$ cat src/rtl/wb_arbiter2.sv
// Two-master, one-slave Wishbone arbiter: round-robin ownership held per cyc window,
// with a watchdog that error-terminates strobes the slave never acknowledges.
module wb_arbiter2 #(
   parameter int unsigned TIMEOUT  = 16,
   parameter logic [31:0] ERR_DATA = 32'hdeadbeef
) (
   input  logic        wb_clk_i,
   input  logic        reset,
   input  logic        m0_cyc_i,
   input  logic        m0_stb_i,
   input  logic        m0_we_i,
   input  logic [3:0]  m0_sel_i,
   input  logic [31:0] m0_adr_i,
   input  logic [31:0] m0_dat_i,
   output logic        m0_ack_o,
   output logic        m0_err_o,
   output logic [31:0] m0_dat_o,
   input  logic        m1_cyc_i,
   input  logic        m1_stb_i,
   input  logic        m1_we_i,
   input  logic [3:0]  m1_sel_i,
   input  logic [31:0] m1_adr_i,
   input  logic [31:0] m1_dat_i,
   output logic        m1_ack_o,
   output logic        m1_err_o,
   output logic [31:0] m1_dat_o,
   output logic        s_cyc_o,
   output logic        s_stb_o,
   output logic        s_we_o,
   output logic [3:0]  s_sel_o,
   output logic [31:0] s_adr_o,
   output logic [31:0] s_dat_o,
   input  logic        s_ack_i,
   input  logic [31:0] s_dat_i,
   output logic [1:0]  grant_o,
   output logic [7:0]  timeout_cnt_o
);

   // Handshake: a strobe completes in the cycle the granted master sees ack or err;
   // both are combinational from the slave/watchdog and never high together.
   typedef enum logic [1:0] {IDLE = 2'd0, GNT0 = 2'd1, GNT1 = 2'd2} state_t;

   localparam logic [7:0] WDOG_LIMIT = 8'(TIMEOUT - 1);

   state_t     state, state_nxt;
   logic       last, last_nxt;
   logic [7:0] wdog, wdog_nxt;
   logic       err_pend, err_pend_nxt;
   logic [7:0] tcnt, tcnt_nxt;

   always_ff @(posedge wb_clk_i) begin
      if (reset) begin
         state    <= IDLE;
         last     <= 1'b1;
         wdog     <= 8'd0;
         err_pend <= 1'b0;
         tcnt     <= 8'd0;
      end else begin
         state    <= state_nxt;
         last     <= last_nxt;
         wdog     <= wdog_nxt;
         err_pend <= err_pend_nxt;
         tcnt     <= tcnt_nxt;
      end
   end

   always_comb begin
      state_nxt    = state;
      last_nxt     = last;
      wdog_nxt     = wdog;
      err_pend_nxt = 1'b0;
      tcnt_nxt     = tcnt;
      s_cyc_o      = 1'b0;
      s_stb_o      = 1'b0;
      s_we_o       = 1'b0;
      s_sel_o      = 4'd0;
      s_adr_o      = 32'd0;
      s_dat_o      = 32'd0;
      m0_ack_o     = 1'b0;
      m0_err_o     = 1'b0;
      m0_dat_o     = 32'd0;
      m1_ack_o     = 1'b0;
      m1_err_o     = 1'b0;
      m1_dat_o     = 32'd0;
      case (state)
         IDLE: begin
            if (m0_cyc_i && m1_cyc_i) state_nxt = last ? GNT0 : GNT1;
            else if (m0_cyc_i)        state_nxt = GNT0;
            else if (m1_cyc_i)        state_nxt = GNT1;
         end
         GNT0: begin
            s_cyc_o  = m0_cyc_i;
            s_stb_o  = m0_stb_i & ~err_pend;
            s_we_o   = m0_we_i;
            s_sel_o  = m0_sel_i;
            s_adr_o  = m0_adr_i;
            s_dat_o  = m0_dat_i;
            m0_ack_o = s_ack_i & ~err_pend;
            m0_err_o = err_pend;
            m0_dat_o = err_pend ? ERR_DATA : s_dat_i;
            if (!m0_cyc_i) begin
               state_nxt = IDLE;
               last_nxt  = 1'b0;
            end
         end
         GNT1: begin
            s_cyc_o  = m1_cyc_i;
            s_stb_o  = m1_stb_i & ~err_pend;
            s_we_o   = m1_we_i;
            s_sel_o  = m1_sel_i;
            s_adr_o  = m1_adr_i;
            s_dat_o  = m1_dat_i;
            m1_ack_o = s_ack_i & ~err_pend;
            m1_err_o = err_pend;
            m1_dat_o = err_pend ? ERR_DATA : s_dat_i;
            if (!m1_cyc_i) begin
               state_nxt = IDLE;
               last_nxt  = 1'b1;
            end
         end
         default: state_nxt = IDLE;
      endcase

      // An ack in the limit cycle clears the counter before the limit test is reached.
      if (state == IDLE || state_nxt == IDLE || !s_stb_o || s_ack_i) begin
         wdog_nxt = 8'd0;
      end else if (wdog == WDOG_LIMIT) begin
         wdog_nxt     = 8'd0;
         err_pend_nxt = 1'b1;
         tcnt_nxt     = (tcnt == 8'hff) ? tcnt : tcnt + 8'd1;
      end else begin
         wdog_nxt = wdog + 8'd1;
      end
   end

   assign grant_o       = {state == GNT1, state == GNT0};
   assign timeout_cnt_o = tcnt;

endmodule

$ cat config.mk
export PLATFORM = sky130hd
export DESIGN_NAME = wb_arbiter2
export DESIGN_NICKNAME = d
export VERILOG_FILES = /design/src/rtl/wb_arbiter2.sv
export SDC_FILE = /design/constraint.sdc
export NUM_CORES = 1
export LEC_CHECK = 0
export CAP_MARGIN = 20
export CORE_AREA = 2 2 125 127
export CTS_CLUSTER_SIZE = 14
export DETAILED_ROUTE_END_ITERATION = 8
export DIE_AREA = 0 0 127 129
export DONT_BUFFER_PORTS = 1
export PLACE_DENSITY = 0.32
export SYNTH_ARGS = -nofsm -noshare
export SYNTH_HDL_FRONTEND = slang
export SYNTH_SLANG_ARGS = --single-unit
$ cat constraint.sdc
create_clock -name wb_clk_i -period 1.9 [get_ports wb_clk_i]
set_input_delay 0.57 -clock wb_clk_i [delete_from_list [all_inputs] [get_ports wb_clk_i]]
set_output_delay 0.57 -clock wb_clk_i [all_outputs]
set_load 0.02 [all_outputs]
## After elaboration in Yosys (flattened, before gate mapping)

Index checks and enable logic that the tools add are counted.
W data, S select, Z words.

| storage, ports and cells | value |
|---|---|
| flip-flop bits (word level) | 20 |
| input bits | 177 |
| output and inout port bits | 149 |
| word-level logic and storage cells | 55 |

| cells by class | value |
|---|---|
| add/sub/neg operators | 2 |
| eq/ne operators | 6 |
| mux-type cells | 24 |
| bitwise logic cells | 6 |
| reductions and logical operators | 12 |

Operators with widths:

| operator | number |
|---|---|
| $pmux W32 S2 | 2 |
| $mux W32 | 3 |
| $add A8 B1 Y8 const B | 2 |
| $mux W2 | 6 |
| $eq A8 B4 Y1 const B | 1 |
| $eq A8 B8 Y1 const B | 1 |
| $pmux W1 S2 | 4 |
| $pmux W4 S2 | 1 |
| $mux W1 | 7 |
| $pmux W2 S3 | 1 |
| $reduce_and A3 Y1 | 2 |
| $logic_not A2 Y1 | 2 |
| $ne A2 B2 Y1 const B | 2 |
| $and A1 B1 Y1 | 3 |
| $logic_or A1 B1 Y1 | 3 |
| $not A1 Y1 | 3 |
| $reduce_or A3 Y1 | 1 |
| $eq A2 B1 Y1 const B | 1 |
| $eq A2 B2 Y1 const B | 1 |
| $reduce_bool A2 Y1 | 1 |
| $reduce_or A2 Y1 | 1 |
| $logic_and A1 B1 Y1 | 1 |
| $logic_not A1 Y1 | 1 |

## Longest topological paths before layout

Gate-level depths: netlist (run 1).

| logic depth | value |
|---|---|
| depth in word-level cells | 10 |
| mapped depth | 8 |
| depth with buffers taken out | 6 |

## Worst setup path after synthesis (run 1)

Ideal clock, no wire load.

| timing path | value |
|---|---|
| kind | register to output |
| from | reg state[0] |
| to | out s_adr_o[0] |
| data arrival time | 1.881 ns |
| required time | 1.330 ns |
| slack | -0.551 ns |
| stages on the path, launching flop included | 7 |
| buffers on the path | 3 |
| cells stage by stage | dfxtp_1 ha_1 buf_2 clkbuf_1 buf_1 a22oi_1 nor2b_1 |

| on the way | value |
|---|---|
| word-level cells in the longest chain between the ends | 2 |
| elaborated cells on any way between the ends | 3 |
| classes of those cells | eq/ne (2); mux (1) |

Ends and longest elaborated chain:

| element | RTL line | text |
|---|---|---|
| from (decl) | 45 | `state_t state, state_nxt;` |
| from (signal assigned) | 59 | `state <= state_nxt;` |
| $eq A2 B1 Y1 | -- |  |
| named net grant_o[0] | 35 | `output logic [1:0] grant_o,` |
| $pmux W32 S2 | 85 | `case (state)` |
| to (decl) | 31 | `output logic [31:0] s_adr_o,` |

The timed path passes the listed nets, and every way through them passes these cells.

## Worst setup path after layout (run 1)

| timing path | value |
|---|---|
| from | reg state[0] |
| to | out s_dat_o[8] |

| on the way | value |
|---|---|
| word-level cells in the longest chain between the ends | 2 |
| elaborated cells on any way between the ends | 3 |
| classes of those cells | eq/ne (2); mux (1) |

Ends and longest elaborated chain:

| element | RTL line | text |
|---|---|---|
| $eq A2 B2 Y1 or $eq A2 B1 Y1 (tied branches) | 85 |  |
| $pmux W32 S2 (*) | 85 |  |
| to (decl) | 32 | `output logic [31:0] s_dat_o,` |

Mark *: on every way between the ends. The rest lies on a longest branch, timed or not.

==> impl_metrics.csv, run 1 <==
group,metric,value,unit
final_layout,final_util,35.3,%
floorplanning,initial_core_util,18.0,%
critical_path,start_kind,"register",
critical_path,r2r_slack,-0.22,ns
detailed_routing,drt_iter0_drc,111,
final_layout,final_cell_count_no_fill,607,
floorplanning,die-area,0.0164,mm²
detailed_routing,drc,0,
timing,finalHoldViolations,0,
detailed_routing,wire_per_inst,22.8,µm
placed_design,port_buffers,0,
timing,max_freq,454,MHz
synth,yosysTopAreaCell,"a22oi_1",
power,power.density,633,mW/mm²
floorplanning,io_pins,326,
clocking,htree_levels,1,
critical_path,endpoint,"s_dat_o[8]",
critical_path,worst_path_largest_cell_delay,0.39,ns
placed_design,dp_hpwl,9660,µm
power,netSwitchingFraction,40.9,%
clocking,cts_buffers,3,
timing,setup_ws,-0.302,ns
critical_path,crit_required,1.33,ns
detailed_routing,drt_pass1_iterations,4,
synth,synth_commonest_cells,"nor2b_1, a22oi_1, o21a_1, clkbuf_1, and2_1",
synth,synth-async-reset-ratio,0,%
floorplanning,dieHeight,129,µm
detailed_routing,route.met2.wl,7100,µm
timing,finalMaxSlewViolations,0,
synth,synth.ff_latch_count,20,
global_routing,groute.usage.overall,13.7,%
worst_hold_path,hp-class,"in -> reg",
global_routing,antenna_found_initial,0,
timing,relSlewSlack,61.8,%
clocking,cts-root-buf,"clkbuf_16",
synth,synth_edf_count,0,
timing,setup_viol,147,
power,power.switching,1370,µW
critical_path,setup.worst_path.start,"state[0]",
critical_path,crit_arrival,1.63,ns
synth,ys_warn_count,0,
critical_path,reg2regPathDepth,9,
floorplanning,fp.dieW,127,µm
final_layout,finalNetCount,603,
detailed_routing,met3_length,776,µm
synth,syn_inst,366,
power,ir_drop,275,µV
floorplanning,coreArea,0.0150,mm²
detailed_routing,top_layer,"met4",
synth,synth_top_area_share,20.1,%
synth,synth.avg_cell_area,7.36,µm²
timing,fin_skew,0.00400,ns
global_routing,first_global_vias,2945,
clocking,cts.sinks,20,
detailed_routing,viasPerCell,5.16,
power,power_frac_comb,73.1,%
global_routing,grt_max_degree,51,
clocking,clk_pin_slew,0.06,ns
floorplanning,rows,45,
critical_path,rr_endpoint,"timeout_cnt_o[7]",
placed_design,routabilityCongestion,0.730,
power,p_total,3350,µW
status,violations,"negative setup slack",
flow_run,maxCapViolations,0,
clocking,clk_latency,0.25,ns
power,internal-power,1980,µW
final_layout,syn_to_final_growth,96.1,%
global_routing,gr-total-overflow,0,
power,leakage,0.00179,µW
clocking,hold_buffers,0,
critical_path,criticalPathCategory,"reg -> out",
final_layout,drive_gt1_share,76.6,%
critical_path,crit_fanout,7,
placed_design,dp_slack,-0.206,ns
clocking,cts_buffer_depth,2,
detailed_routing,vias,3130,
final_layout,antenna_cells,0,
timing,hold_ws,0.376,ns
synth,netlist_area,0.00270,mm²
synth,ys_seq_area_share,14.9,%
synth,yosysMostFrequentCell,"nor2b_1",
detailed_routing,routed_wl,13800,µm
critical_path,path_cells,"inv_4 > ha_4 > buf_12 > a22oi_2 > buf_4 > nor2b_2 > buf_6",
timing,min_period,2.20,ns
critical_path,crit_slowest_cell,"dfxtp_4",
timing,min_period_over_period,116,%
clocking,cts_tree,"yes",
synth,synth_nets,549,
global_routing,grt_pass1_wl,17700,µm
timing,max_slew.worst_pin.slew,0.570,ns
critical_path,r2r-start,"state[0]",
detailed_routing,ant_nets,0,
critical_path,end_kind,"output port",
synth,synth_cell_types,37,
synth,synth_area_leaders,"a22oi_1, nor2b_1, dfxtp_1, o21a_1, and2_1",
power,clock_power_share,13.6,%
power,seqPwrFrac,13.3,%
placed_design,place_inst,570,
detailed_routing,wirelength_met1,5870,µm
status,run_status,"finished with violations",
timing,rsz0062_at_grt,"true",
synth,ys.flop_type,"dfxtp_1",
==> state kept, by name, indices dropped and copies added, names as in the netlist <==
name	cells
state	2
err_pend	1
last	1
timeout_cnt_o	8
wdog	8
==> power by group through the flow <==
stage	logic [µW]	registers [µW]	clock network, µW
2_1_floorplan	1280	454	0
3_3_place_gp	1620	453	0
3_5_place_dp	1630	453	0
4_1_cts	2170	445	468
5_1_grt	2560	448	485
6_report	2440	446	456
==> timing repair <==
action                                  CTS  global route
setup buffers                            11            11
gates cloned                              7             6
pin swaps                                10             9
endpoints found under the setup margin  145           156
resized for setup                       222            64
==> kinds of logic after synthesis <==
logic type | Yosys count | synth area share (%)
AND/OR/NAND/NOR | 150 | 33.6
AO/OA/AOI/OAI | 132 | 37.1
buffers and inverters | 46 | 6.96
flip-flops | 20 | 14.9
multiplexers | 7 | 3.06
adder cells (fa/ha/maj) | 6 | 2.79
XOR/XNOR | 5 | 1.63
==> how the worst min path moves through the flow <==
stage                  from          endpoint  cells after the start
floorplan           wdog[0]           wdog[0]                      1
global placement    wdog[0]           wdog[0]                      2
detailed placement  wdog[0]           wdog[0]                      2
global route          reset  timeout_cnt_o[0]                      1
finish                reset  timeout_cnt_o[0]                      1
CTS                   reset  timeout_cnt_o[1]                      1
==> critical path: cells and delay by family, from the launching register on <==
kind	cells	cell delay, ns
buffers and inverters	4	0.49
AO/OA/AOI/OAI	1	0.25
adder cells (fa/ha/maj)	1	0.20
flip-flops	1	0.39
AND/OR/NAND/NOR	1	0.04
==> routing by layer <==
metal / vias to the layer above / global-route usage [%]
met3: 8 / 1.91
met4: 0 / 1.94
met5: - / 0
met2: 170 / 23.4
met1: 1518 / 18.9
li1: 1434 / -
==> cell usage in the layout (no fill, tap or decap), drive strengths merged, types with 2 or more instances in the layout <==
master  netlist  final
nand2         3      3
xor2          3      3
nand3         6      6
a21oi         3      3
o21a         48     48
bufbuf        0      2
nor4b         2      2
ha            6      6
and2         23     23
o211ai        2      2
buf          13     81
a22oi        72     72
mux2          7      7
nand4         4      4
nand3b        2      2
nor2b        78     80
nor4          6      6
clkbuf       27      8
o31ai         2      2
nor3          4      4
xnor2         2      2
inv           6      6
or4           2      2
dfxtp        20     20
nor2         17     17
==> metrics by stage <==
| step | instance area [µm²] | TNS, ns |
|---|---|---|
| finish | 5290 | -26.93 |
| global route | 5290 | -36.13 |
| CTS | 4830 | -30.67 |
| detailed placement | 3690 | -3.14 |
| global placement | 3690 | -1.79 |
| floorplan | 3160 | -0.863 |
==> final cells by class <==
| cell class | instances | area (µm²) |
|---|---|---|
| timing repair buffer | 87 | 1070 |
| fill | 1480 | 9690 |
| tap | 188 | 235 |
| sequential | 20 | 409 |
| multi-input combinational | 302 | 3460 |
| clock buffer | 4 | 78.8 |
| inverter | 6 | 30.0 |
Note: power is estimated with default switching activity, not from simulation.
==> run 2, diff against run 1 <==
Settings changed: BUFFER_PORTS_ARGS set to -buffer_cell sky130_fd_sc_hd__buf_2, DONT_BUFFER_PORTS 1 to unset, PLACE_DENSITY 0.32 to 0.51, SKIP_LAST_GASP set to 1.
==> run 2 against run 1 <==
  * The flow still finishes with violations (negative setup slack)
  * Fmax shrank 3.3%
  * Die area is the same
  * Sequential share of layout area shrank 1.8 points
  * Clock power grew 7.0%
  * Final cell count grew 54%
  * Hold slack gained 0.15 ns
  * Largest cell class is now non-clock buffers
  * Largest power group unchanged
==> impl_metrics.csv, run 2 (synthesis gave the netlist of run 1 again) <==
group,metric,value,unit
clocking,cts_buffer_depth,2,
critical_path,crit_slowest_cell,"dfxtp_4",
placed_design,dp_hpwl,11900,µm
critical_path,crit_required,1.33,ns
global_routing,grt_max_degree,51,
final_layout,drive_gt1_share,80.3,%
timing,min_period_over_period,120,%
global_routing,gr-total-overflow,0,
timing,setup_viol,149,
global_routing,grt_pass1_wl,21500,µm
floorplanning,io_pins,326,
clocking,clk_pin_slew,0.06,ns
global_routing,groute.usage.overall,16.5,%
flow_run,maxCapViolations,0,
floorplanning,rows,45,
clocking,cts_buffers,3,
placed_design,routabilityCongestion,0.791,
clocking,clk_latency,0.25,ns
timing,tns,-41.22,ns
floorplanning,coreArea,0.0150,mm²
timing,setup_ws,-0.378,ns
detailed_routing,drt_iter0_drc,169,
final_layout,fill_cells,1472,
detailed_routing,ant_nets,0,
detailed_routing,vias,4271,
detailed_routing,viasPerCell,4.58,
global_routing,antenna_found_initial,3,
timing,finalHoldViolations,0,
clocking,htree_levels,1,
power,clock_power_share,12.8,%
floorplanning,dieHeight,129,µm
detailed_routing,routed_wl,16600,µm
final_layout,finalNetCount,925,
detailed_routing,wire_per_inst,17.8,µm
critical_path,cp_common_cell,"buf_12",
timing,rsz0062_at_grt,"true",
power,seqPwrFrac,11.6,%
critical_path,end_kind,"output port",
power,power_frac_comb,75.6,%
timing,fin_skew,0.00359,ns
floorplanning,initial_core_util,18.0,%
critical_path,path_cells,"inv_4 > buf_12 > ha_4 > buf_12 > nor2b_2 > buf_4",
timing,min_period,2.28,ns
placed_design,dp_slack,-0.119,ns
critical_path,worst_path_largest_cell_delay,0.38,ns
timing,relSlewSlack,61.4,%
final_layout,final_util,45.5,%
power,leakage,0.00316,µW
status,run_status,"finished with violations",
critical_path,crit_arrival,1.71,ns
status,violations,"negative setup slack",
final_layout,final_common_cell,"buf_2",
final_layout,multi_input_area,0.00293,mm²
power,power.switching,1510,µW
timing,hold_ws,0.531,ns
critical_path,start_kind,"register",
clocking,cts.sinks,20,
detailed_routing,drt_pass1_iterations,4,
timing,max_freq,439,MHz
floorplanning,fp.dieW,127,µm
clocking,cts_tree,"yes",
timing,finalMaxSlewViolations,0,
power,ir_drop,404,µV
power,internal-power,2310,µW
timing,max_slew.worst_pin.slew,0.577,ns
final_layout,ff_latch_area,407,µm²
clocking,hold_buffers,0,
detailed_routing,drc,0,
final_layout,mostFrequentLayoutCells,"buf_2, buf_4, buf_6",
critical_path,crit_fanout,12,
worst_hold_path,hp-class,"reg -> reg",
global_routing,first_global_vias,3994,
floorplanning,die-area,0.0164,mm²
critical_path,criticalPathCategory,"reg -> out",
power,netSwitchingFraction,39.5,%
clocking,cts-root-buf,"clkbuf_16",
power,power.density,560,mW/mm²
final_layout,syn_to_final_growth,153,%
placed_design,port_buffers,325,
run 2: changes by cell type in the layout (fill, tap and decap cells not counted), moves of 4 or more:
cell	change
o21a_4	-45
mux2_2	+4
mux2_4	-4
buf_2	+244
nor2b_4	-33
o21a_1	+47
buf_6	+43
nor2b_2	+32
clkbuf_16	+4
buf_4	+28
buf_12	+5
run 2: layout make-up:
| cell class | count | share of cell area, % |
|---|---|---|
| clock buffers | 4 | 1.30 |
| diodes | 3 | 0.110 |
| repair buffers | 410 | 45.7 |
| flip-flops and latches | 20 | 5.97 |
| multi-input cells | 301 | 43.1 |
| well taps | 188 | 3.45 |
| inverters | 6 | 0.367 |
run 2: repair_timing:
item / in CTS / in global routing
endpoints found under the setup margin: 151 / 157
setup buffers: 13 / 3
hold endpoints to repair: 0 / 0
resized for setup: 181 / 66
gates cloned: 4 / 10
pin swaps: 21 / 17
run 2: path summary, 6_finish.rpt:
path / start / end / slack (ns) / depth (start not counted)
worst min register to register: wdog[0] / wdog[0] / 0.53 / 2
worst max-delay path: state[0] / s_we_o / -0.38 / 6
worst max register to register: state[0] / timeout_cnt_o[6] / -0.24 / 10
worst min-delay path: wdog[0] / wdog[0] / 0.53 / 2
run 2: power groups by stage:
stage               sequential, µW  clock, µW  combinational, µW
global placement               454          0               2160
floorplan                      454          0               1280
finish                         444        488               2880
detailed placement             454          0               2160
global route                   446        512               3040
CTS                            445        498               2550
run 2: stage by stage:
step / instance area [µm²] / instances / power [µW]
floorplan: 3160 / 366 / 1730
global placement: 5420 / 898 / 2620
detailed placement: 5420 / 898 / 2610
CTS: 6310 / 918 / 3490
global route: 6810 / 931 / 4000
finish: 6810 / 932 / 3820
run 2: critical path: cells and delay by family (launching register included):
kind	cells	cell delay [ns]
buffers and inverters	4	0.51
and+or+nand+nor	1	0.18
adders and majority gates	1	0.38
DFF	1	0.38
run 2: metal layers:
metal / track usage, % / part of all wire, % / routed length, µm
met2: 28.2 / 51 / 8390
met1: 21.8 / 42 / 7010
met3: 2.95 / 6.2 / 1020
met4: 3.43 / 0.77 / 127
met5: 0 / 0 / 0
==> run 3, diff against run 2 <==
Settings changed: RECOVER_POWER set to 50, SKIP_LAST_GASP 1 to unset.
==> run 3 against run 2 <==
  * The run still ends with negative setup slack left
  * Critical endpoint is now s_dat_o[19]
  * Power is 0.88% higher
  * Sequential share of layout area down 0.23 points
  * Fmax up 1.4%
  * Non-clock buffer count decreased by 5
  * Worst setup slack gained 0.031 ns
  * Design area grew 4.1%
  * Hold slack better by 0.00063 ns
==> impl_metrics.csv, run 3 (synthesis gave the netlist of run 1 again) <==
group,metric,value,unit
timing,tns,-36.91,ns
clocking,cts_buffers,3,
critical_path,worst-path-buf-inv,4,
floorplanning,die-area,0.0164,mm²
worst_hold_path,hp-class,"reg -> reg",
final_layout,final_common_cell,"buf_2",
clocking,clk_pin_slew,0.06,ns
global_routing,groute.usage.overall,16.7,%
global_routing,grt_pass1_wl,21900,µm
placed_design,dp_slack,-0.119,ns
final_layout,finalNetCount,920,
floorplanning,fp.dieW,127,µm
critical_path,setup.worst_path.start,"state[0]",
power,seqPwrFrac,11.6,%
clocking,cts_buffer_depth,2,
worst_hold_path,hold_end,"wdog[0]",
critical_path,rr_endpoint,"timeout_cnt_o[6]",
final_layout,syn_to_final_growth,163,%
timing,min_period_over_period,118,%
critical_path,end_kind,"output port",
timing,hold_ws,0.531,ns
final_layout,mostFrequentLayoutCells,"buf_2, buf_6, a22oi_2, buf_4, o21a_1",
detailed_routing,vias,4307,
critical_path,cp_top_family,"buffers and inverters",
worst_hold_path,worstHoldPathCells,2,
clocking,cts-root-buf,"clkbuf_16",
critical_path,cp_common_cell,"buf_6",
critical_path,r2r_slack,-0.23,ns
global_routing,grt_max_degree,51,
power,internal-power,2350,µW
detailed_routing,wire_per_inst,17.7,µm
power,power_frac_comb,75.8,%
timing,fin_skew,0.00268,ns
global_routing,use_met2,28.0,%
clocking,hold_buffers,0,
critical_path,worst-path-stages,7,
critical_path,crit_slowest_cell,"dfxtp_4",
power,ir_drop,413,µV
placed_design,port_buffers,325,
timing,finalHoldViolations,0,
clocking,cts_tree,"yes",
floorplanning,rows,45,
power,power.switching,1490,µW
global_routing,first_global_vias,4042,
power,leakage,0.00313,µW
detailed_routing,drt_pass1_iterations,4,
critical_path,start_kind,"register",
timing,relSlewSlack,62.5,%
global_routing,met1_usage,22.1,%
critical_path,reg2regPathDepth,10,
clocking,clk_latency,0.25,ns
power,netSwitchingFraction,38.8,%
detailed_routing,drt_iter0_drc,150,
timing,min_period,2.25,ns
timing,setup_viol,148,
critical_path,worst_path_largest_cell_delay,0.38,ns
floorplanning,initial_core_util,18.0,%
timing,setup_ws,-0.347,ns
clocking,cts.sinks,20,
final_layout,drive_gt1_share,79.3,%
detailed_routing,ant_nets,0,
global_routing,antenna_found_initial,4,
final_layout,ff_latch_area,407,µm²
critical_path,r2r-start,"state[0]",
timing,max_slew.worst_pin.slew,0.560,ns
critical_path,crit_arrival,1.68,ns
critical_path,crit_required,1.33,ns
floorplanning,io_pins,326,
clocking,htree_levels,1,
power,power.density,543,mW/mm²
timing,max_freq,445,MHz
timing,finalMaxSlewViolations,0,
global_routing,gr-total-overflow,0,
detailed_routing,viasPerCell,4.64,
floorplanning,dieHeight,129,µm
status,run_status,"finished with violations",
placed_design,dp_hpwl,11900,µm
floorplanning,coreArea,0.0150,mm²
global_routing,met3_usage,3.20,%
final_layout,multi_input_area,0.00297,mm²
timing,rsz0062_at_grt,"true",
detailed_routing,drc,0,
detailed_routing,routed_wl,16400,µm
final_layout,fill_cells,1413,
critical_path,path_cells,"inv_4 > ha_4 > bufbuf_16 > buf_6 > a22oi_2 > nor2b_2 > buf_6",
placed_design,routabilityCongestion,0.791,
critical_path,crit_fanout,6,
global_routing,busiest_layer,"met2",
placed_design,place_inst,898,
flow_run,maxCapViolations,0,
critical_path,criticalPathCategory,"reg -> out",
worst_hold_path,min_from,"wdog[0]",
status,violations,"negative setup slack",
power,clock_power_share,12.6,%
final_layout,final_cell_count_no_fill,928,
==> run 3: changes by cell type in the layout (fill, tap and decap cells not counted), moves of 2 or more <==
cell,before,now
a22oi_1,8,6
a22oi_2,64,66
buf_2,245,180
buf_4,69,66
buf_6,67,127
clkbuf_1,0,8
clkbuf_16,11,7
mux2_2,4,1
mux2_4,3,6
nor2b_2,48,43
nor2b_4,24,29
==> run 3: area by class of cell <==
type                       instances  area share (%)
antenna                            4           0.141
timing repair buffer             405            47.3
clock buffer                       4            1.25
tap                              188            3.32
sequential                        20            5.73
multi-input combinational        301            41.9
inverter                           6           0.353
==> run 3: power groups by stage <==
stage / clock network [µW] / registers (µW) / logic, µW
global route: 511 / 446 / 3070
finish: 486 / 445 / 2920
detailed placement: 0 / 454 / 2160
global placement: 0 / 454 / 2160
CTS: 498 / 445 / 2630
floorplan: 0 / 454 / 1280
==> run 3: per-stage QoR <==
stage / util, % / total power [µW] / instance area (µm²)
after global routing: 47.3 / 4030 / 7090
final: 47.4 / 3850 / 7090
after floorplan: - / 1730 / 3160
after global placement: 36.2 / 2620 / 5420
after CTS: 43.5 / 3570 / 6510
after detailed placement: 36.2 / 2610 / 5420
==> run 3: metal layers <==
metal  wire, µm  share of wire (%)
met1       6840                 42
met2       8320                 51
met4        136               0.83
met3       1100                6.7
met5          0                  0
==> run 3: repair_timing <==
item / 4_1_cts / 5_1_grt
endpoints found under the setup margin: 151 / 157
setup buffers: 13 / 3
endpoints found under the hold margin: 0 / 0
pin swaps: 21 / 21
cloned: 4 / 5
resized for setup: 238 / 136
==> run 3: worst register-to-register path, delay by kind of cell (launching register included) <==
kind	cells	cell delay, ns
AOI/OAI and AO/OA	2	0.27
adders and majority gates	1	0.20
muxes	1	0.37
buffers and inverters	5	0.60
and+or+nand+nor	1	0.22
DFF	1	0.36
==> run 3: worst max-delay path by stage <==
| stage | to | slack, ns |
|---|---|---|
| floorplan | s_adr_o[12] | -0.03 |
| global placement | s_dat_o[2] | -0.11 |
| detailed placement | s_dat_o[2] | -0.12 |
| CTS | s_sel_o[0] | -0.36 |
| global route | s_adr_o[26] | -0.40 |
| finish | s_dat_o[19] | -0.35 |
